==> src/rtl/avr_spi_pkg.sv <==
// ============================================================================
// Module   : avr_spi_pkg
// Purpose  : Shared types and helpers for the AVR-style SPI peripheral engine.
// Revision : 1.0
// ============================================================================
`default_nettype none

package avr_spi_pkg;

    localparam int SPI_W = 8;

    // Bit layout mirrors the AVR SPCR register, MSB first.
    typedef struct packed {
        logic       spie;
        logic       spe;
        logic       dord;
        logic       mstr;
        logic       cpol;
        logic       cpha;
        logic [1:0] spr;
    } spcr_t;

    typedef enum logic [1:0] {
        IDLE  = 2'd0,
        SHIFT = 2'd1,
        DONE  = 2'd2
    } state_t;

    typedef enum logic [1:0] {
        MODE0 = 2'b00,
        MODE1 = 2'b01,
        MODE2 = 2'b10,
        MODE3 = 2'b11
    } spi_mode_t;

    function automatic spcr_t dbus2spcr(input logic [7:0] dbus);
        return spcr_t'(dbus);
    endfunction

    function automatic spi_mode_t spi_mode(input spcr_t c);
        return spi_mode_t'({c.cpol, c.cpha});
    endfunction

    // First bit to leave the shifter for the selected bit order.
    function automatic logic first_bit(input logic [SPI_W-1:0] d, input logic dord);
        return dord ? d[0] : d[SPI_W-1];
    endfunction

endpackage

`default_nettype wire

==> src/rtl/avr_spi_sync.sv <==
// ============================================================================
// Module   : avr_spi_sync
// Purpose  : Multi-flop synchronizer with a selectable reset (idle) value.
// Revision : 1.0
// ============================================================================
`default_nettype none

module avr_spi_sync #(
    parameter int SYNC_STAGES = 2
) (
    input  logic clk,
    input  logic rst,
    input  logic i_rst_val,
    input  logic i_d,
    output logic o_q
);

    logic [SYNC_STAGES-1:0] r_sync;

    always_ff @(posedge clk) begin
        if (rst) begin
            r_sync <= {SYNC_STAGES{i_rst_val}};
        end else begin
            r_sync <= {r_sync[SYNC_STAGES-2:0], i_d};
        end
    end

    assign o_q = r_sync[SYNC_STAGES-1];

endmodule

`default_nettype wire

==> src/rtl/avr_spi_slave.sv <==
// ============================================================================
// Module   : avr_spi_slave
// Purpose  : SPI peripheral-mode shift engine; external SCK/MOSI/SS_n are
//            oversampled in the clk domain.
// Revision : 1.0
// ============================================================================
`default_nettype none

module avr_spi_slave
    import avr_spi_pkg::*;
#(
    parameter int SYNC_STAGES = 2,
    parameter int DATA_W      = 8
) (
    input  logic              clk,
    input  logic              rst,
    input  spcr_t             spcr,
    input  logic              sck_i,
    input  logic              mosi_i,
    input  logic              ss_n_i,
    output logic              miso_o,
    output logic              miso_oe,
    input  logic [DATA_W-1:0] tx_data,
    input  logic              tx_wr,
    output logic [DATA_W-1:0] rx_data,
    output logic              rx_done,
    output logic              wcol,
    output logic              busy
);

    localparam logic [3:0] c_LAST_BIT = 4'(DATA_W - 1);

    logic w_sck_s, w_mosi_s, w_ss_s;
    logic r_sck_d, r_ss_d;

    state_t            r_state;
    logic [DATA_W-1:0] r_shift;
    logic [DATA_W-1:0] r_rx_data;
    logic [3:0]        r_bit_cnt;
    logic              r_sample;
    logic              r_first;
    logic              r_miso, r_miso_oe, r_rx_done, r_wcol;

    avr_spi_sync #(.SYNC_STAGES(SYNC_STAGES)) u_sync_sck (
        .clk(clk), .rst(rst), .i_rst_val(spcr.cpol), .i_d(sck_i), .o_q(w_sck_s)
    );
    avr_spi_sync #(.SYNC_STAGES(SYNC_STAGES)) u_sync_mosi (
        .clk(clk), .rst(rst), .i_rst_val(1'b0), .i_d(mosi_i), .o_q(w_mosi_s)
    );
    avr_spi_sync #(.SYNC_STAGES(SYNC_STAGES)) u_sync_ss (
        .clk(clk), .rst(rst), .i_rst_val(1'b1), .i_d(ss_n_i), .o_q(w_ss_s)
    );

    logic      w_enable, w_lead, w_trail, w_shift_on_lead, w_shift_edge, w_sample_edge;
    logic      w_ss_fall, w_busy, w_tx_accept;
    logic      w_unused;
    spi_mode_t w_mode;
    logic [DATA_W-1:0] w_assembled, w_shifted, w_next_shift;
    logic              w_next_bit;

    assign w_enable  = spcr.spe & ~spcr.mstr;
    assign w_mode    = spi_mode(spcr);
    assign w_lead    = (w_sck_s != spcr.cpol) && (r_sck_d == spcr.cpol);
    assign w_trail   = (w_sck_s == spcr.cpol) && (r_sck_d != spcr.cpol);
    assign w_ss_fall = r_ss_d & ~w_ss_s;

    assign w_shift_on_lead = (w_mode == MODE1) || (w_mode == MODE3);
    assign w_shift_edge    = w_shift_on_lead ? w_lead  : w_trail;
    assign w_sample_edge   = w_shift_on_lead ? w_trail : w_lead;

    // The final bit is taken straight from the synchronizer so the byte is
    // complete on the sample edge itself; earlier bits travel via r_sample.
    assign w_assembled = spcr.dord ? {w_mosi_s, r_shift[DATA_W-1:1]}
                                   : {r_shift[DATA_W-2:0], w_mosi_s};
    assign w_shifted   = spcr.dord ? {r_sample, r_shift[DATA_W-1:1]}
                                   : {r_shift[DATA_W-2:0], r_sample};
    assign w_next_bit  = spcr.dord ? r_shift[1] : r_shift[DATA_W-2];

    assign w_busy       = (r_state == SHIFT) && ((r_bit_cnt != 4'd0) || r_first);
    assign w_tx_accept  = tx_wr & ~w_busy;
    assign w_next_shift = w_tx_accept ? tx_data : r_shift;
    assign w_unused     = ^{spcr.spie, spcr.spr};

    always_ff @(posedge clk) begin
        if (rst) begin
            r_sck_d   <= spcr.cpol;
            r_ss_d    <= 1'b1;
            r_state   <= IDLE;
            r_shift   <= '0;
            r_rx_data <= '0;
            r_bit_cnt <= 4'd0;
            r_sample  <= 1'b0;
            r_first   <= 1'b0;
            r_miso    <= 1'b0;
            r_miso_oe <= 1'b0;
            r_rx_done <= 1'b0;
            r_wcol    <= 1'b0;
        end else begin
            r_sck_d   <= w_sck_s;
            r_ss_d    <= w_ss_s;
            r_rx_done <= 1'b0;
            r_wcol    <= 1'b0;

            if (tx_wr) begin
                if (w_busy) begin
                    r_wcol <= 1'b1;
                end else begin
                    r_shift <= tx_data;
                    if (!spcr.cpha && !w_ss_s && w_enable) begin
                        r_miso <= first_bit(tx_data, spcr.dord);
                    end
                end
            end

            if (!w_enable) begin
                r_state   <= IDLE;
                r_bit_cnt <= 4'd0;
                r_first   <= 1'b0;
                r_miso_oe <= 1'b0;
                r_miso    <= 1'b0;
            end else begin
                case (r_state)
                    IDLE: begin
                        r_miso_oe <= 1'b0;
                        if (w_ss_fall) begin
                            r_state   <= SHIFT;
                            r_bit_cnt <= 4'd0;
                            r_first   <= 1'b0;
                            r_miso_oe <= 1'b1;
                            if (!spcr.cpha) begin
                                r_miso <= first_bit(w_next_shift, spcr.dord);
                            end
                        end
                    end
                    SHIFT: begin
                        if (w_ss_s) begin
                            r_state   <= IDLE;
                            r_bit_cnt <= 4'd0;
                            r_first   <= 1'b0;
                            r_miso_oe <= 1'b0;
                        end else begin
                            // A shift edge before any sample only presents bit 0 (cpha=1);
                            // with cpha=0 it is the previous byte's trailing edge.
                            if (w_shift_edge) begin
                                if (r_bit_cnt != 4'd0) begin
                                    r_shift <= w_shifted;
                                    r_miso  <= w_next_bit;
                                end else if (spcr.cpha && !r_first) begin
                                    r_miso <= first_bit(w_next_shift, spcr.dord);
                                end
                            end
                            if (w_lead) begin
                                r_first <= 1'b1;
                            end
                            if (w_sample_edge) begin
                                if (r_bit_cnt == c_LAST_BIT) begin
                                    r_rx_data <= w_assembled;
                                    r_shift   <= w_assembled;
                                    r_rx_done <= 1'b1;
                                    r_state   <= DONE;
                                    r_bit_cnt <= 4'd0;
                                    r_first   <= 1'b0;
                                end else begin
                                    r_sample  <= w_mosi_s;
                                    r_bit_cnt <= r_bit_cnt + 4'd1;
                                end
                            end
                        end
                    end
                    DONE: begin
                        r_bit_cnt <= 4'd0;
                        r_first   <= 1'b0;
                        if (!w_ss_s) begin
                            r_state <= SHIFT;
                            if (!spcr.cpha) begin
                                r_miso <= first_bit(w_next_shift, spcr.dord);
                            end
                        end else begin
                            r_state   <= IDLE;
                            r_miso_oe <= 1'b0;
                        end
                    end
                    default: begin
                        r_state <= IDLE;
                    end
                endcase
            end
        end
    end

    assign miso_o  = r_miso;
    assign miso_oe = r_miso_oe;
    assign rx_data = r_rx_data;
    assign rx_done = r_rx_done;
    assign wcol    = r_wcol;
    assign busy    = w_busy;

endmodule

`default_nettype wire

==> config.mk <==
export PLATFORM = sky130hd
export DESIGN_NAME = avr_spi_slave
export DESIGN_NICKNAME = d
export VERILOG_FILES = /design/src/rtl/avr_spi_pkg.sv /design/src/rtl/avr_spi_sync.sv /design/src/rtl/avr_spi_slave.sv
export SDC_FILE = /design/constraint.sdc
export NUM_CORES = 1
export LEC_CHECK = 0
export BUFFER_PORTS_ARGS = -buffer_cell sky130_fd_sc_hd__buf_4
export CAP_MARGIN = 0
export CORE_ASPECT_RATIO = 0.7
export CORE_MARGIN = 2
export CORE_UTILIZATION = 28
export DETAILED_ROUTE_END_ITERATION = 16
export HOLD_SLACK_MARGIN = 0.1
export PLACE_DENSITY = 0.51
export SLEW_MARGIN = 20
export SYNTH_ARGS = -nofsm -noshare
export SYNTH_HDL_FRONTEND = slang
export SYNTH_HIERARCHICAL = 1
export SYNTH_SLANG_ARGS = --single-unit
==> constraint.sdc <==
create_clock -name clk -period 4.5 [get_ports clk]
set_input_delay 1.35 -clock clk [delete_from_list [all_inputs] [get_ports clk]]
set_output_delay 1.35 -clock clk [all_outputs]
set_load 0.005 [all_outputs]
==> run_results.csv, run 1 <==
group,metric,value,unit
synth,yosysSeqAreaShare,37.0,%
layout,insertedDiodeCount,0,
synth,synth_edf_count,0,
cts,worst_skew_pair.late_latency,0.28,ns
route,initialDrtViolationCount,94,
floorplanning,die_height,73.8,µm
setup_path,criticalPathCategory,"in -> reg",
setup_path,r2r_cells,7,
synth,syn_avg_cell_area,9.10,µm²
synth,synth_xor_xnor_area_share,1.73,%
cts,h-tree-depth,2,
power,pwr-share-comb,14.2,%
synth,proportion_of_synthesized_area_in_mux_cells,15.7,%
setup_path,crit_end,"r_shift[0]",
cts,clkTransAtPathRegs,0.07,ns
power,share_of_total_power_consumed_by_net_switching,25.3,%
power,flop_pwr_share,50.6,%
global_routing,grt_first_pass_wirelength,7670,µm
layout,final_nets,277,
synth,synth.ff_latch_count,36,
floorplanning,dieWidth,104,µm
route,drc,0,
layout,stdcell_count,343,
route,drt-wirelength-per-cell,13.4,µm
outcome,run_status,"finished, final reports clean",
sta,number_of_setup_violations_in_the_final_report,0,
synth,dominant_combinational_cell_family_by_area_after_synthesis,"simple AND/OR/NAND/NOR gates",
setup_path,crit_path_max_fanout,16,
synth,syn-cell-area,1950,µm²
cts,cts_post_setup_buffers_inserted,0,
setup_path,start_kind,"input port",
power,pwr_density_cell,283,nW/µm²
sta,finClkSkew,0.00486,ns
layout,num-fill-cells,716,
power,vdd_drop_max,0.000107,V
cts,clock_tree.buffer_depth,2,
global_routing,globalRoute.totalOverflow,0,
sta,holdWs,0.458,ns
setup_path,timing.critical_path.arrival,3.08,ns
sta,pins_over_their_slew_limit,0,
layout,final_layout_size_suffix_gt1_share,22.9,%
global_routing,grt_antenna_before_repair,0,
sta,maxSlewHeadroom,56.5,%
route,detail-route-antenna-nets,0,
placement,hpwl,3400,µm
synth,synthAdderAreaFrac,4.50,%
floorplanning,ioPinCount,35,
floorplanning,die-area,7650,µm²
sta,max_freq,342,MHz
synth,yosysWarningCount,6,
sta,final.period_utilization,65.0,%
route,routed_wirelength,4590,µm
setup_path,rr_endpoint,"r_shift[0]",
synth,yosys.area_share.simple,21.3,%
setup_path,beginning_of_the_worst_register_to_register_path,"r_state[1]",
global_routing,grt_use_total,12.7,%
synth,async_reset_ff_share,0,%
synth,synthCells,214,
synth,synth-compound-area-share,15.9,%
power,clk_network_pwr_share,35.2,%
placement,buffer_ports.inserted,31,
global_routing,grt_max_degree,28,
sta,total_negative_setup_slack,0,ns
route,vias_per_cell,4.65,
placement,gp_routability_congestion,0.790,
placement,place_inst,335,
route,via_count,1596,
cts,cts.repair.resized,0,
setup_path,critPathCaptureType,"register",
floorplanning,placementRows,25,
cts,cts_tree,"built",
route,detailedRoute.firstPassIterationCount,4,
synth,synth.lib_cells_used.distinct,50,
sta,final_report_hold_violation_count,0,
floorplanning,initial_core_util,28.8,%
cts,cts_made_buffers,5,
sta,rsz_0062_raised_after_global_routing,"no",
power,static_leakage,0.981,nW
floorplanning,core-area,6760,µm²
min_path,timing.hold.worst.class,"reg -> reg",
run,cap_viol_max_count,0,
power,cell_internal_pwr,0.000500,W
power,net_switching_power,0.000170,W
sta,finalCriticalPeriod,2.93,ns
setup_path,timing.critical_path.required,4.66,ns
global_routing,number_of_global_route_vias_before_repair,1506,
cts,ctsHoldBuffers,0,
cts,root_buffer,"clkbuf_8",
setup_path,worstSetupStartpoint,"spcr[2]",
synth,postSynth.topFlopCell,"dfxtp_1",
cts,numClockSinks,36,
sta,least_margin_pin_slew,0.651,ns
layout,area_growth_syn_to_layout,21.5,%
setup_path,reg2reg_slack,2.31,ns
-- cells in the mapped netlist, types with 6 or more instances --
cell / n / area, µm²
dfxtp_1: 36 / 721
nor2_1: 21 / 78.8
mux2i_1: 19 / 190
a211oi_1: 14 / 105
nand2_1: 12 / 45.0
inv_1: 9 / 33.8
mux2_2: 9 / 101
nand2b_1: 9 / 56.3
a21oi_1: 8 / 40.0
and3_1: 7 / 43.8
ha_1: 7 / 87.6
nor3_1: 6 / 30.0
o21ai_0: 6 / 30.0
-- state kept, by name (all words and copies together) (netlist names) --
signal,flops
r_state,2
r_shift,8
wcol,1
r_sample,1
miso_o,1
r_first,1
r_sck_d,1
u_sync_sck/r_sync,2
rx_done,1
r_ss_d,1
rx_data,8
u_sync_mosi/r_sync,2
miso_oe,1
r_bit_cnt,4
u_sync_ss/r_sync,2
-- per-stage QoR --
| step | cell area, µm² | worst slack, ns | utilization (%) | power, W |
|---|---|---|---|---|
| after floorplan | 1960 | 1.80 | - | 0.000409 |
| after detailed placement | 2280 | 1.28 | 33.7 | 0.000441 |
| after global placement | 2280 | 1.29 | 33.7 | 0.000441 |
| final | 2370 | 1.57 | 35.0 | 0.000670 |
| after CTS | 2370 | 1.58 | 35.0 | 0.000681 |
| after global routing | 2370 | 1.47 | 35.0 | 0.000708 |
-- layer usage --
metal / part of all wire [%] / global-route usage, % / vias up / routed length [µm]
li1: - / - / 837 / -
met2: 37 / 16.5 / 30 / 1680
met4: 1.5 / 4.65 / 0 / 71
met5: 0 / 0 / - / 0
met1: 57 / 19.3 / 720 / 2630
met3: 4.4 / 3.64 / 9 / 203
-- final cells by class --
type | count | area [µm²] | share of cell area, %
multi-input cells | 164 | 1160 | 49.2
repair buffers | 32 | 240 | 10.1
well taps | 94 | 118 | 4.97
clock buffers | 8 | 90.1 | 3.81
flip-flops and latches | 36 | 721 | 30.4
inverters | 9 | 33.8 | 1.43
-- power by group through the flow --
stage	Sequential, W	Clock (W)	Combinational [W]
floorplan	0.000344	0	0.0000648
global placement	0.000346	0	0.0000949
detailed placement	0.000346	0	0.0000949
CTS	0.000339	0.000247	0.0000956
global route	0.000341	0.000261	0.000106
finish	0.000339	0.000236	0.0000952
-- kinds of logic (layout without fill, tap and decap cells) --
kind of cell	count (synthesis)	count (layout)
AO/OA/AOI/OAI	44	44
XOR/XNOR	3	3
adder cells (fa/ha/maj)	7	7
buffers and inverters	16	49
flip-flops	36	36
multiplexers	29	29
other	2	4
AND/OR/NAND/NOR	77	77
-- cells in the final DEF (no fill, tap or decap), drive strengths merged, types with 2 or more instances in the layout --
master  instances
o22a            2
a21oi           8
a31o            2
ha              7
nand2          12
buf            32
nand3           3
clkbuf          8
nor3            7
o21ai           7
or4             2
inv             9
nor2           21
a211oi         15
xor2            2
nand2b          9
mux2            9
mux2i          20
and3            7
nor2b           3
dfxtp          36
or2             3
conb            4
-- how the worst min path moves through the flow --
stage,start,to,slack (ns),depth (start not counted)
detailed placement,u_sync_ss/r_sync[0],u_sync_ss/r_sync[1],0.44,1
floorplan,u_sync_mosi/r_sync[0],u_sync_mosi/r_sync[1],0.43,1
global placement,u_sync_sck/r_sync[0],u_sync_sck/r_sync[1],0.44,1
CTS,u_sync_ss/r_sync[0],u_sync_ss/r_sync[1],0.46,1
finish,u_sync_ss/r_sync[0],u_sync_ss/r_sync[1],0.46,1
global route,u_sync_sck/r_sync[0],u_sync_sck/r_sync[1],0.47,1
-- worst max-delay path, stage by stage --
cell,delay [ns]
buf_4,0.14
xor2_2,0.25
mux2_2,0.43
nor3_4,0.57
a31o_2,0.28
a211oi_1,0.05
No activity file was read; power rests on OpenSTA's default activity.
==> inputs of run 2 (changes only) <==
clock period = 3 ns   (was 4.5 ns; I/O delays follow)
==> run_results.csv, run 2 (synthesis gave the netlist of run 1 again) <==
group,metric,value,unit
outcome,run_status,"finished, final reports clean",
layout,layout_commonest_cell,"dfxtp_1",
layout,final_core_util,35.4,%
global_routing,met3_usage,3.28,%
layout,area_growth_syn_to_layout,22.6,%
cts,h-tree-depth,2,
route,initialDrtViolationCount,102,
floorplanning,die-area,7650,µm²
global_routing,use_met1,19.3,%
setup_path,r2r_cells,8,
layout,num-fill-cells,721,
placement,detailed_place.area,2290,µm²
floorplanning,ioPinCount,35,
power,vdd_drop_max,0.000157,V
route,via_count,1627,
cts,clock_tree.buffer_depth,2,
layout,stdcell_count,344,
sta,maxSlewHeadroom,66.3,%
power,pwr_density_cell,428,nW/µm²
route,routed_wirelength,4630,µm
sta,final_report_hold_violation_count,0,
cts,numClockSinks,36,
sta,least_margin_pin_slew,0.501,ns
sta,finalCriticalPeriod,2.37,ns
sta,max_freq,423,MHz
route,detailedRoute.firstPassIterationCount,4,
floorplanning,die_height,73.8,µm
global_routing,groute.layer.met2.usage,17.7,%
setup_path,criticalPathCategory,"reg -> out",
floorplanning,placementRows,25,
route,drt-wirelength-per-cell,13.5,µm
min_path,timing.hold.worst.class,"reg -> reg",
sta,rsz_0062_raised_after_global_routing,"no",
layout,final_area,2390,µm²
sta,pins_over_their_slew_limit,0,
cts,cts_post_setup_buffers_inserted,0,
cts,clkTransAtPathRegs,0.07,ns
sta,final.period_utilization,78.9,%
cts,worst_skew_pair.late_latency,0.28,ns
sta,finClkSkew,0.00612,ns
floorplanning,initial_core_util,28.8,%
layout,insertedDiodeCount,0,
power,p_total,0.00102,W
global_routing,busiest_layer,"met1",
cts,cts.repair.resized,0,
placement,hpwl,3520,µm
cts,cts_tree,"built",
route,drc,0,
floorplanning,dieWidth,104,µm
power,static_leakage,0.997,nW
placement,buffer_ports.inserted,31,
floorplanning,core-area,6760,µm²
min_path,worst_hold_path.num_cells,1,
setup_path,timing.critical_path.required,2.10,ns
sta,number_of_setup_violations_in_the_final_report,0,
global_routing,grt_antenna_before_repair,0,
cts,ctsHoldBuffers,0,
layout,final_nets,279,
sta,total_negative_setup_slack,0,ns
route,vias_per_cell,4.73,
layout,commonest_cells_after_routing_fill_and_taps_aside,"36 x dfxtp_1, 34 x buf_4, 21 x nor2_1",
layout,final_layout_size_suffix_gt1_share,24.0,%
cts,root_buffer,"clkbuf_8",
setup_path,critPathCaptureType,"primary output",
setup_path,crit_path_max_fanout,3,
run,cap_viol_max_count,0,
route,detail-route-antenna-nets,0,
global_routing,number_of_global_route_vias_before_repair,1523,
placement,place_inst,337,
setup_path,timing.critical_path.arrival,1.47,ns
global_routing,grt_first_pass_wirelength,7750,µm
global_routing,grt_use_total,12.8,%
global_routing,grt_max_degree,28,
global_routing,globalRoute.totalOverflow,0,
setup_path,start_kind,"register",
cts,cts_made_buffers,5,
placement,gp_routability_congestion,0.793,
[run 2: final timing paths]
kind / start / slack, ns / endpoint
min: u_sync_ss/r_sync[0] / 0.46 / u_sync_ss/r_sync[1]
max reg2reg: r_state[1] / 0.98 / rx_data[1]
max: r_bit_cnt[0] / 0.63 / busy
min reg2reg: u_sync_ss/r_sync[0] / 0.46 / u_sync_ss/r_sync[1]
[run 2: where the power goes]
group	switching [W]	internal [W]
clock network	0.000167	0.000205
logic	0.0000737	0.0000682
registers	0.0000137	0.000495
total	0.000254	0.000768
[run 2: per-stage QoR]
stage,setup slack [ns],hold slack (ns)
final,0.634,0.463
after CTS,0.629,0.466
after detailed placement,0.347,0.447
after floorplan,0.748,0.434
after global routing,0.484,0.479
after global placement,0.385,0.439
[run 2: layer usage]
metal	vias to the layer above	routed length (µm)
met2	31	1800
met4	0	17
met5	-	0
li1	834	-
met3	2	177
met1	760	2630
[run 2: worst max-delay path, stage by stage (launching register included)]
cell	delay [ns]
dfxtp_1	0.33
inv_1	0.10
ha_1	0.16
nor4b_1	0.32
nor2_1	0.12
buf_4	0.15
[run 2: final cells by class]
class	count	area (µm²)	area share, %
repair buffers	34	255	10.7
inverters	9	33.8	1.41
multi-input cells	164	1160	48.8
well taps	94	118	4.92
flip-flops and latches	36	721	30.2
clock buffers	7	96.3	4.03
